### src/rtl/uart_pkg.sv
// Shared UART types, legal parameter limits and parity helper.
// Common to uart_tx and the future uart_rx.
package uart_pkg;

    localparam int unsigned CLK_DIV_MIN   = 2;
    localparam int unsigned DATA_BITS_MIN = 5;
    localparam int unsigned DATA_BITS_MAX = 9;
    localparam int unsigned STOP_BITS_MIN = 1;
    localparam int unsigned STOP_BITS_MAX = 2;
    localparam int unsigned PARITY_MAX    = 2;

    typedef enum logic [1:0] {
        PAR_NONE = 2'd0,
        PAR_ODD  = 2'd1,
        PAR_EVEN = 2'd2
    } parity_e;

    typedef enum logic [2:0] {
        ST_IDLE,
        ST_START,
        ST_DATA,
        ST_PAR,
        ST_STOP
    } tx_state_e;

    // Unused upper bits must be zero so they do not disturb the reduction.
    function automatic logic parity_bit(input parity_e mode, input logic [DATA_BITS_MAX-1:0] word);
        return (mode == PAR_EVEN) ? (^word) : (~^word);
    endfunction

endpackage

### src/rtl/uart_tx_if.sv
// Valid/ready word handshake between a byte producer and the UART transmitter.
interface uart_tx_if #(
    parameter int unsigned DATA_BITS = 8
) ();
    logic                 tx_valid;
    logic [DATA_BITS-1:0] tx_data;
    logic                 tx_ready;

    modport master (output tx_valid, output tx_data, input tx_ready);
    modport slave  (input tx_valid, input tx_data, output tx_ready);
endinterface

### src/rtl/uart_baud_gen.sv
// Bit-period generator: counts 0..CLK_DIV-1 and flags the last cycle of each bit.
// Holding clr_i parks the counter at zero so the next bit starts aligned.
module uart_baud_gen
    import uart_pkg::*;
#(
    parameter int unsigned CLK_DIV = 16
) (
    input  logic clk,
    input  logic reset,
    input  logic clr_i,
    output logic bit_tick_c
);
    localparam int unsigned          CNT_W    = $clog2(CLK_DIV);
    localparam logic [CNT_W-1:0]     CNT_LAST = CNT_W'(CLK_DIV - 1);

    if (CLK_DIV < CLK_DIV_MIN) begin : g_bad_clk_div
        $fatal(1, "uart_baud_gen: CLK_DIV must be >= 2");
    end

    logic [CNT_W-1:0] cnt_q, cnt_d;

    always_comb begin
        cnt_d = cnt_q + CNT_W'(1);
        if (clr_i || (cnt_q == CNT_LAST)) begin
            cnt_d = '0;
        end
    end

    always_ff @(posedge clk or posedge reset) begin
        if (reset) begin
            cnt_q <= '0;
        end else begin
            cnt_q <= cnt_d;
        end
    end

    assign bit_tick_c = (cnt_q == CNT_LAST);

endmodule

### src/rtl/uart_tx.sv
// Parametrised UART transmitter: start bit, LSB-first data, optional parity,
// one or two stop bits. Word is captured on valid/ready acceptance.
module uart_tx
    import uart_pkg::*;
#(
    parameter int unsigned CLK_DIV   = 16,
    parameter int unsigned DATA_BITS = 8,
    parameter int unsigned PARITY    = 0,
    parameter int unsigned STOP_BITS = 1
) (
    input  logic      clk,
    input  logic      reset,
    uart_tx_if.slave  tx_if,
    output logic      tx_serial,
    output logic      tx_busy,
    output logic      tx_done
);
    localparam int unsigned       BCNT_W    = $clog2(DATA_BITS + 1);
    localparam parity_e           PAR_MODE  = parity_e'(2'(PARITY));
    localparam logic [BCNT_W-1:0] LAST_DATA = BCNT_W'(DATA_BITS - 1);
    localparam logic [BCNT_W-1:0] LAST_STOP = BCNT_W'(STOP_BITS - 1);

    if (DATA_BITS < DATA_BITS_MIN || DATA_BITS > DATA_BITS_MAX) begin : g_bad_data_bits
        $fatal(1, "uart_tx: DATA_BITS must be in 5..9");
    end
    if (PARITY > PARITY_MAX) begin : g_bad_parity
        $fatal(1, "uart_tx: PARITY must be 0, 1 or 2");
    end
    if (STOP_BITS < STOP_BITS_MIN || STOP_BITS > STOP_BITS_MAX) begin : g_bad_stop_bits
        $fatal(1, "uart_tx: STOP_BITS must be 1 or 2");
    end

    tx_state_e            state_q, state_d;
    logic [DATA_BITS-1:0] shreg_q, shreg_d;
    logic [BCNT_W-1:0]    bitcnt_q, bitcnt_d;
    logic                 par_q, par_d;
    logic                 serial_q, serial_d;
    logic                 busy_q, busy_d;
    logic                 done_q, done_d;
    logic                 ready_q, ready_d;
    logic                 bit_tick;
    logic                 baud_clr;

    assign baud_clr = (state_q == ST_IDLE);

    uart_baud_gen #(.CLK_DIV(CLK_DIV)) u_baud (
        .clk        (clk),
        .reset      (reset),
        .clr_i      (baud_clr),
        .bit_tick_c (bit_tick)
    );

    // Outputs are registered from the next state so each level starts on the transition edge.
    always_comb begin
        state_d  = state_q;
        shreg_d  = shreg_q;
        bitcnt_d = bitcnt_q;
        par_d    = par_q;
        serial_d = serial_q;
        done_d   = 1'b0;
        unique case (state_q)
            ST_IDLE: begin
                if (tx_if.tx_valid && ready_q) begin
                    state_d  = ST_START;
                    shreg_d  = tx_if.tx_data;
                    par_d    = parity_bit(PAR_MODE, DATA_BITS_MAX'(tx_if.tx_data));
                    bitcnt_d = '0;
                    serial_d = 1'b0;
                end
            end
            ST_START: begin
                if (bit_tick) begin
                    state_d  = ST_DATA;
                    serial_d = shreg_q[0];
                end
            end
            ST_DATA: begin
                if (bit_tick) begin
                    shreg_d = shreg_q >> 1;
                    if (bitcnt_q == LAST_DATA) begin
                        bitcnt_d = '0;
                        if (PAR_MODE != PAR_NONE) begin
                            state_d  = ST_PAR;
                            serial_d = par_q;
                        end else begin
                            state_d  = ST_STOP;
                            serial_d = 1'b1;
                        end
                    end else begin
                        bitcnt_d = bitcnt_q + BCNT_W'(1);
                        serial_d = shreg_q[1];
                    end
                end
            end
            ST_PAR: begin
                if (bit_tick) begin
                    state_d  = ST_STOP;
                    bitcnt_d = '0;
                    serial_d = 1'b1;
                end
            end
            ST_STOP: begin
                if (bit_tick) begin
                    if (bitcnt_q == LAST_STOP) begin
                        state_d  = ST_IDLE;
                        bitcnt_d = '0;
                        done_d   = 1'b1;
                    end else begin
                        bitcnt_d = bitcnt_q + BCNT_W'(1);
                    end
                end
            end
            default: begin
                state_d  = ST_IDLE;
                serial_d = 1'b1;
            end
        endcase
        busy_d  = (state_d != ST_IDLE);
        ready_d = (state_d == ST_IDLE);
    end

    always_ff @(posedge clk or posedge reset) begin
        if (reset) begin
            state_q  <= ST_IDLE;
            shreg_q  <= '0;
            bitcnt_q <= '0;
            par_q    <= 1'b0;
            serial_q <= 1'b1;
            busy_q   <= 1'b0;
            done_q   <= 1'b0;
            ready_q  <= 1'b1;
        end else begin
            state_q  <= state_d;
            shreg_q  <= shreg_d;
            bitcnt_q <= bitcnt_d;
            par_q    <= par_d;
            serial_q <= serial_d;
            busy_q   <= busy_d;
            done_q   <= done_d;
            ready_q  <= ready_d;
        end
    end

    assign tx_if.tx_ready = ready_q;
    assign tx_serial      = serial_q;
    assign tx_busy        = busy_q;
    assign tx_done        = done_q;

endmodule

### src/flat_wrapper.sv
// flat-port wrapper written by rule: the top's interface ports become plain ports
module uart_tx_flat import uart_pkg::*;
#(
    parameter int unsigned CLK_DIV   = 16,
    parameter int unsigned DATA_BITS = 8,
    parameter int unsigned PARITY    = 0,
    parameter int unsigned STOP_BITS = 1
)
  (clk, reset, tx_serial, tx_busy, tx_done, tx_if_tx_valid, tx_if_tx_data, tx_if_tx_ready);
  uart_tx_if #(.DATA_BITS(DATA_BITS)) tx_if_i ();
  input  logic clk;
  input  logic reset;
  output logic tx_serial;
  output logic tx_busy;
  output logic tx_done;
  input wire logic [$bits(tx_if_i.tx_valid)-1:0] tx_if_tx_valid;
  input wire logic [$bits(tx_if_i.tx_data)-1:0] tx_if_tx_data;
  output wire logic [$bits(tx_if_i.tx_ready)-1:0] tx_if_tx_ready;
  assign tx_if_i.tx_valid = tx_if_tx_valid;
  assign tx_if_i.tx_data = tx_if_tx_data;
  assign tx_if_tx_ready = tx_if_i.tx_ready;
  uart_tx #(.CLK_DIV(CLK_DIV), .DATA_BITS(DATA_BITS), .PARITY(PARITY), .STOP_BITS(STOP_BITS)) u_core (.clk(clk), .reset(reset), .tx_if(tx_if_i), .tx_serial(tx_serial), .tx_busy(tx_busy), .tx_done(tx_done));
endmodule
### config.mk
export PLATFORM = sky130hd
export DESIGN_NAME = uart_tx_flat
export DESIGN_NICKNAME = d
export VERILOG_FILES = /design/src/rtl/uart_pkg.sv /design/src/rtl/uart_tx_if.sv /design/src/rtl/uart_baud_gen.sv /design/src/rtl/uart_tx.sv /design/src/flat_wrapper.sv
export SDC_FILE = /design/constraint.sdc
export NUM_CORES = 1
export LEC_CHECK = 0
export CAP_MARGIN = 20
export CORE_ASPECT_RATIO = 0.5
export CORE_MARGIN = 5
export CORE_UTILIZATION = 37
export CTS_BUF_LIST = sky130_fd_sc_hd__clkbuf_4 sky130_fd_sc_hd__clkbuf_8
export CTS_CLUSTER_SIZE = 24
export DETAILED_ROUTE_END_ITERATION = 6
export GPL_ROUTABILITY_DRIVEN = 0
export MAX_ROUTING_LAYER = met4
export SETUP_SLACK_MARGIN = 0.5
export SLEW_MARGIN = 30
export SYNTH_ARGS = -nofsm -noshare
export SYNTH_HDL_FRONTEND = slang
export SYNTH_SLANG_ARGS = --single-unit
### constraint.sdc
create_clock -name clk -period 2.05 [get_ports clk]
set_input_delay 0.5125 -clock clk [delete_from_list [all_inputs] [get_ports clk]]
set_output_delay 0.5125 -clock clk [all_outputs]
set_load 0.02 [all_outputs]
* Word level (Yosys, flattened, before mapping)
Cells that the tools add are included.
** Word-level totals
- Register bits :: 23
- Input bits :: 11
- Output and inout port bits :: 4
** Cells by class
- Add/sub/neg operators :: 2
- Equal/unequal tests :: 11
- Muxes and demuxes :: 28
- Bitwise operators :: 1
- Reduce and logical (&&, ||, !) cells :: 11
** Operators with widths (number)
- $mux 4 :: 7
- $mux 3 :: 7
- $mux 8 :: 2
- $pmux 4 s4 :: 1
- $pmux 8 s2 :: 1
- $pmux 3 s5 :: 1
- $ne 2x1->1 const B :: 5
- $reduce_and 5->1 :: 2
- $add 4x1->4 const B :: 2
- $mux 1 :: 8
- $eq 3x2->1 const B :: 2
- $logic_not 3->1 :: 2
- $pmux 1 s5 :: 1
- $eq 4x3->1 const B :: 1
- $eq 4x4->1 const B :: 1
- $logic_not 4->1 :: 1
- $reduce_bool 4->1 :: 1
- $eq 3x1->1 const B :: 1
- $eq 3x3->1 const B :: 1
- $reduce_and 3->1 :: 1
- $reduce_bool 3->1 :: 1
- $reduce_bool 2->1 :: 1
- $logic_and 1x1->1 :: 1
- $logic_or 1x1->1 :: 1
- $not 1->1 :: 1

* Depth between registers and ports, before layout
- Depth after elaboration :: 5
- Gate-level depth with buffers :: 7

* By module
A second synthesis with hierarchy kept.
** Unflattened totals
- Cell total of the unflattened synthesis :: 123
- Area total of the unflattened synthesis :: 1229.9 um^2
** Modules (own cells, without submodules)
- uart_tx :: instances 1, cells each 109, area each 1054.8 um^2, seq. area each 478.0 um^2
- uart_baud_gen :: instances 1, cells each 14, area each 175.2 um^2, seq. area each 100.1 um^2

* Worst setup path before layout
No wires, ideal clock.
- Path kind :: register -> register
- Start point :: register u_core.u_baud.cnt_q[0]
- End point :: register u_core.shreg_q[1]
- Setup time :: 0.122 ns
- Arrival :: 1.371 ns
- Slack :: 0.557 ns
- Stages on the path, launching flop included :: 7
- Path buffers :: 1
- Clock period less this slack :: 1.493 ns
- Cell sequence :: dfrtp_1 -> ha_1 -> and3_1 -> a32o_2 -> buf_6 -> nor2_1 -> a21oi_2
** On the way
- Cells in the longest elaborated chain, start to end :: 3
** RTL lines
- start, declared :: RTL line uart_baud_gen.sv:20 : logic [CNT_W-1:0] cnt_q, cnt_d;
- start signal, assigned :: RTL line uart_baud_gen.sv:33 : cnt_q <= cnt_d;
- $eq 4x4->1 :: RTL line uart_baud_gen.sv:37 : assign bit_tick_c = (cnt_q == CNT_LAST);
- $ne 2x1->1 (no source line)
- $reduce_and 3->1 (no source line)
- end signal, assigned :: RTL line uart_tx.sv:134 : shreg_q <= shreg_d;
- end, declared :: RTL line uart_tx.sv:34 : logic [DATA_BITS-1:0] shreg_q, shreg_d;
No other way between the ends.
A chain may end at the register's enable or synchronous reset.

* Worst setup path after layout
- Start point :: register u_core.bitcnt_q[1]
- End point :: register u_core.bitcnt_q[2]
** On the way
- Cells in the longest elaborated chain, start to end :: 4
** RTL lines
- start, declared :: RTL line uart_tx.sv:35 : logic [BCNT_W-1:0] bitcnt_q, bitcnt_d;
- start signal, assigned :: RTL line uart_tx.sv:135 : bitcnt_q <= bitcnt_d;
- $add 4x1->4, or another cell as far along :: RTL line uart_tx.sv:90, uart_tx.sv:109
- $mux 4, on equally long branches :: RTL line uart_tx.sv:104, uart_tx.sv:80
- $mux 4, on equally long branches :: RTL line uart_tx.sv:103, uart_tx.sv:78
- $pmux 4 s4 * :: RTL line uart_tx.sv:61 : unique case (state_q)
Every way passes the cells marked *; elsewhere a longest branch is shown, timed or not. The select of a mux whose other input is x is not followed.

==> summary.txt <==
Status
  – Outcome: finished clean

Timing
  – Achievable Freq: 0.652 GHz
  – Setup Skew: 0.00176 ns
  – Worst slew margin: 78.3%
  – Setup TNS: 0 ns
  – Tmin final: 1.53 ns
  – Final hold violation count: 0
  – RSZ-0062 raised after global routing: true
  – Final period utilization: 74.9%
  – Slew of the pin with the lowest slew margin: 0.324 ns
  – Final setup viols: 0
  – Final Max Tran Viols: 0

Floorplan
  – Die W: 91.7 um
  – Die Height: 50.9 um
  – Initial Utilization: 39.9%
  – Row count: 14
  – Ports: 15
  – Area of the die: 0.00467 mm2
  – Core Box Area: 0.00310 mm2

Logic synthesis
  – Ys async rst share: 100%
  – Post-synth EDFFs: 0
  – Synth warnings: 0
  – Syn Inst Count: 119
  – Synth unique cells: 38
  – Syn_nets: 133
  – Yosys reg bits: 23
  – Avg Cell Area, Syn: 10.4 um2
  – Post-synthesis sequential area ratio: 46.8%
  – Primary FF master, synth: dfrtp_1
  – Cell area after synthesis: 0.00124 mm2

Routing
  – Detailed Route WL: 2560 um
  – DR iter-0 viols: 37
  – DRT met1 WL: 1230 um
  – Drt drc: 0
  – Routed vias/inst: 5.18
  – Routed wl met2: 1170 um
  – Detail Route Antenna Nets: 0
  – Wirelength per Cell: 13.8 um
  – Top sig layer: met4
  – First drt pass iteration count: 4
  – Detailed-route via count: 963
  – DR WL met3: 119 um

Layout
  – Commonest non-fill, non-tap cell in the layout: dfrtp_1
  – Post-layout util: 52.2%
  – N_diodes: 0
  – Layout area overhead: 31.0%
  – Nets: 161
  – Most frequent cells in the layout: 18 x dfrtp_1, 14 x buf_4, 12 x nor2_1
  – Final instance area: 0.00162 mm2
  – Layout cell share with drive strength beyond 1: 34.2%

Worst setup path
  – Largest delay share family, worst path: simple AND/OR/NAND/NOR gates
  – Critical Path Start Type: flop
  – Worst-path cell chain: inv_2 -> ha_4 -> or3b_4 -> buf_4 -> a21oi_1 -> nor3_2
  – Crit. End Element: flop
  – CP Class: flop to flop
  – CP Data Required Time: 2.20 ns
  – Max stage delay on crit path: 0.41 ns
  – Slowest CP cell: dfrtp_1
  – CP Max Fanout: 3
  – CP arrival: 1.68 ns
  – Worst path bufs/invs: 2

Global route
  – Antenna violations before repair: 0
  – Largest net degree at the start of global routing: 24
  – Total GRT Usage: 10.9%
  – First-pass GRT wire length: 3860 um
  – GR Overflow Total: 0
  – Vias in the first global route: 822

Clock network
  – CTS tree: done
  – Clk_lat worst skew: 0.26 ns
  – Clock Path Buffers: 2
  – Clock-pin transition on the worst setup and hold timing paths: 0.08 ns
  – Clock buffer count from CTS: 3
  – CTS Sinks: 23
  – H-tree depth: 1
  – Root Driver: clkbuf_8
  – Hold-fix buffers, CTS: 0

Power
  – Leak: 0.681 nW
  – Peak VDD IR: 0.000418 V
  – Total Power: 1.87 mW
  – Pwr/cell area: 1150 mW/mm2

Hold path
  – Min-Delay Path Class: flop to flop

Flow run
  – Max cap viols: 0

Placed design
  – Post-DP Area: 0.00140 mm2
  – # port buffers: 14
  – Post-DP HPWL: 1660 um
-- layout make-up --
type,count,area [um2]
Clock buffer,3,41.3
Clock inverter,1,5.00
Fill cell,285,1480
Inverter,9,33.8
Multi-Input combinational cell,81,663
Sequential cell,23,582
Tap cell,40,50.0
Timing Repair Buffer,29,244
-- synth_stat cells (2+ instances only) --
master	n	share of area [%]
o211ai_1	2	1.2
nand3_1	5	2.0
mux2i_1	8	6.5
a21oi_2	3	2.1
a21oi_1	8	3.2
inv_1	9	2.7
nor3_2	2	1.6
dfrtp_1	21	43
ha_1	3	3.0
nand2b_1	2	1.0
buf_4	4	2.4
dfstp_2	2	4.3
buf_6	2	1.8
o21ai_1	3	1.2
xnor2_1	3	2.1
nand2_1	4	1.2
and3_1	4	2.0
nor2_1	14	4.3
-- flip-flops by register name, indices dropped and copies added, names as in the netlist --
signal / flops
u_core.bitcnt_q: 4
u_core.u_baud.cnt_q: 4
u_core.tx_serial: 1
u_core.state_q: 3
u_core.shreg_q: 8
u_core.tx_if.tx_ready: 1
u_core.tx_busy: 1
u_core.tx_done: 1
-- cells by family (layout without fill, tap and decap cells) --
family	Yosys count	after routing	share of synthesized area, %
xor+xnor	4	4	2.83
compound gates	25	25	14.3
simple gates	40	40	18.7
mux	9	9	7.39
fa+ha+maj	3	3	3.04
buf+inv	15	42	6.98
flops	23	23	46.8
-- timing repair --
item | in CTS | in global routing
setup buffers | 2 | 10
resized for setup | 13 | 20
pin swaps | 2 | 7
endpoints found under the setup margin | 15 | 17
-- report_power, final --
part           switching (mW)  internal, mW  leakage [nW]
Combinational           0.380         0.418         0.382
Sequential              0.150         0.643         0.273
Clock                   0.140         0.136        0.0255
-- worst paths after layout --
| kind | startpoint | end | slack, ns | depth (start not counted) |
|---|---|---|---|---|
| max | u_core.bitcnt_q[1] | u_core.bitcnt_q[2] | 0.52 | 6 |
| min in group asynchronous | reset | u_core.tx_busy | 0.58 | 3 |
| min | u_core.u_baud.cnt_q[0] | u_core.u_baud.cnt_q[0] | 0.47 | 1 |
| max reg2reg | u_core.bitcnt_q[1] | u_core.bitcnt_q[2] | 0.52 | 6 |
| max in group asynchronous | reset | u_core.tx_serial | 1.19 | 3 |
| min reg2reg | u_core.u_baud.cnt_q[0] | u_core.u_baud.cnt_q[0] | 0.47 | 1 |
-- stage by stage --
step / instances / setup slack (ns) / hold WS [ns]
floorplan: 119 / 0.557 / 0.430
global placement: 170 / 0.186 / 0.448
detailed placement: 170 / 0.170 / 0.457
CTS: 176 / 0.398 / 0.468
global route: 186 / 0.439 / 0.489
finish: 186 / 0.515 / 0.467
-- worst register-to-register path, cell delays in order (launching register included) --
cell	delay, ns
dfrtp_1	0.41
inv_2	0.09
ha_4	0.13
or3b_4	0.39
buf_4	0.15
a21oi_1	0.18
nor3_2	0.08
-- layer usage --
layer,vias to the layer above,GRT usage [%]
met1,462,14.1
met2,26,16.6
li1,469,-
met3,6,3.67
met4,0,2.96
met5,-,-
No activity file was read; power rests on OpenSTA's default activity.
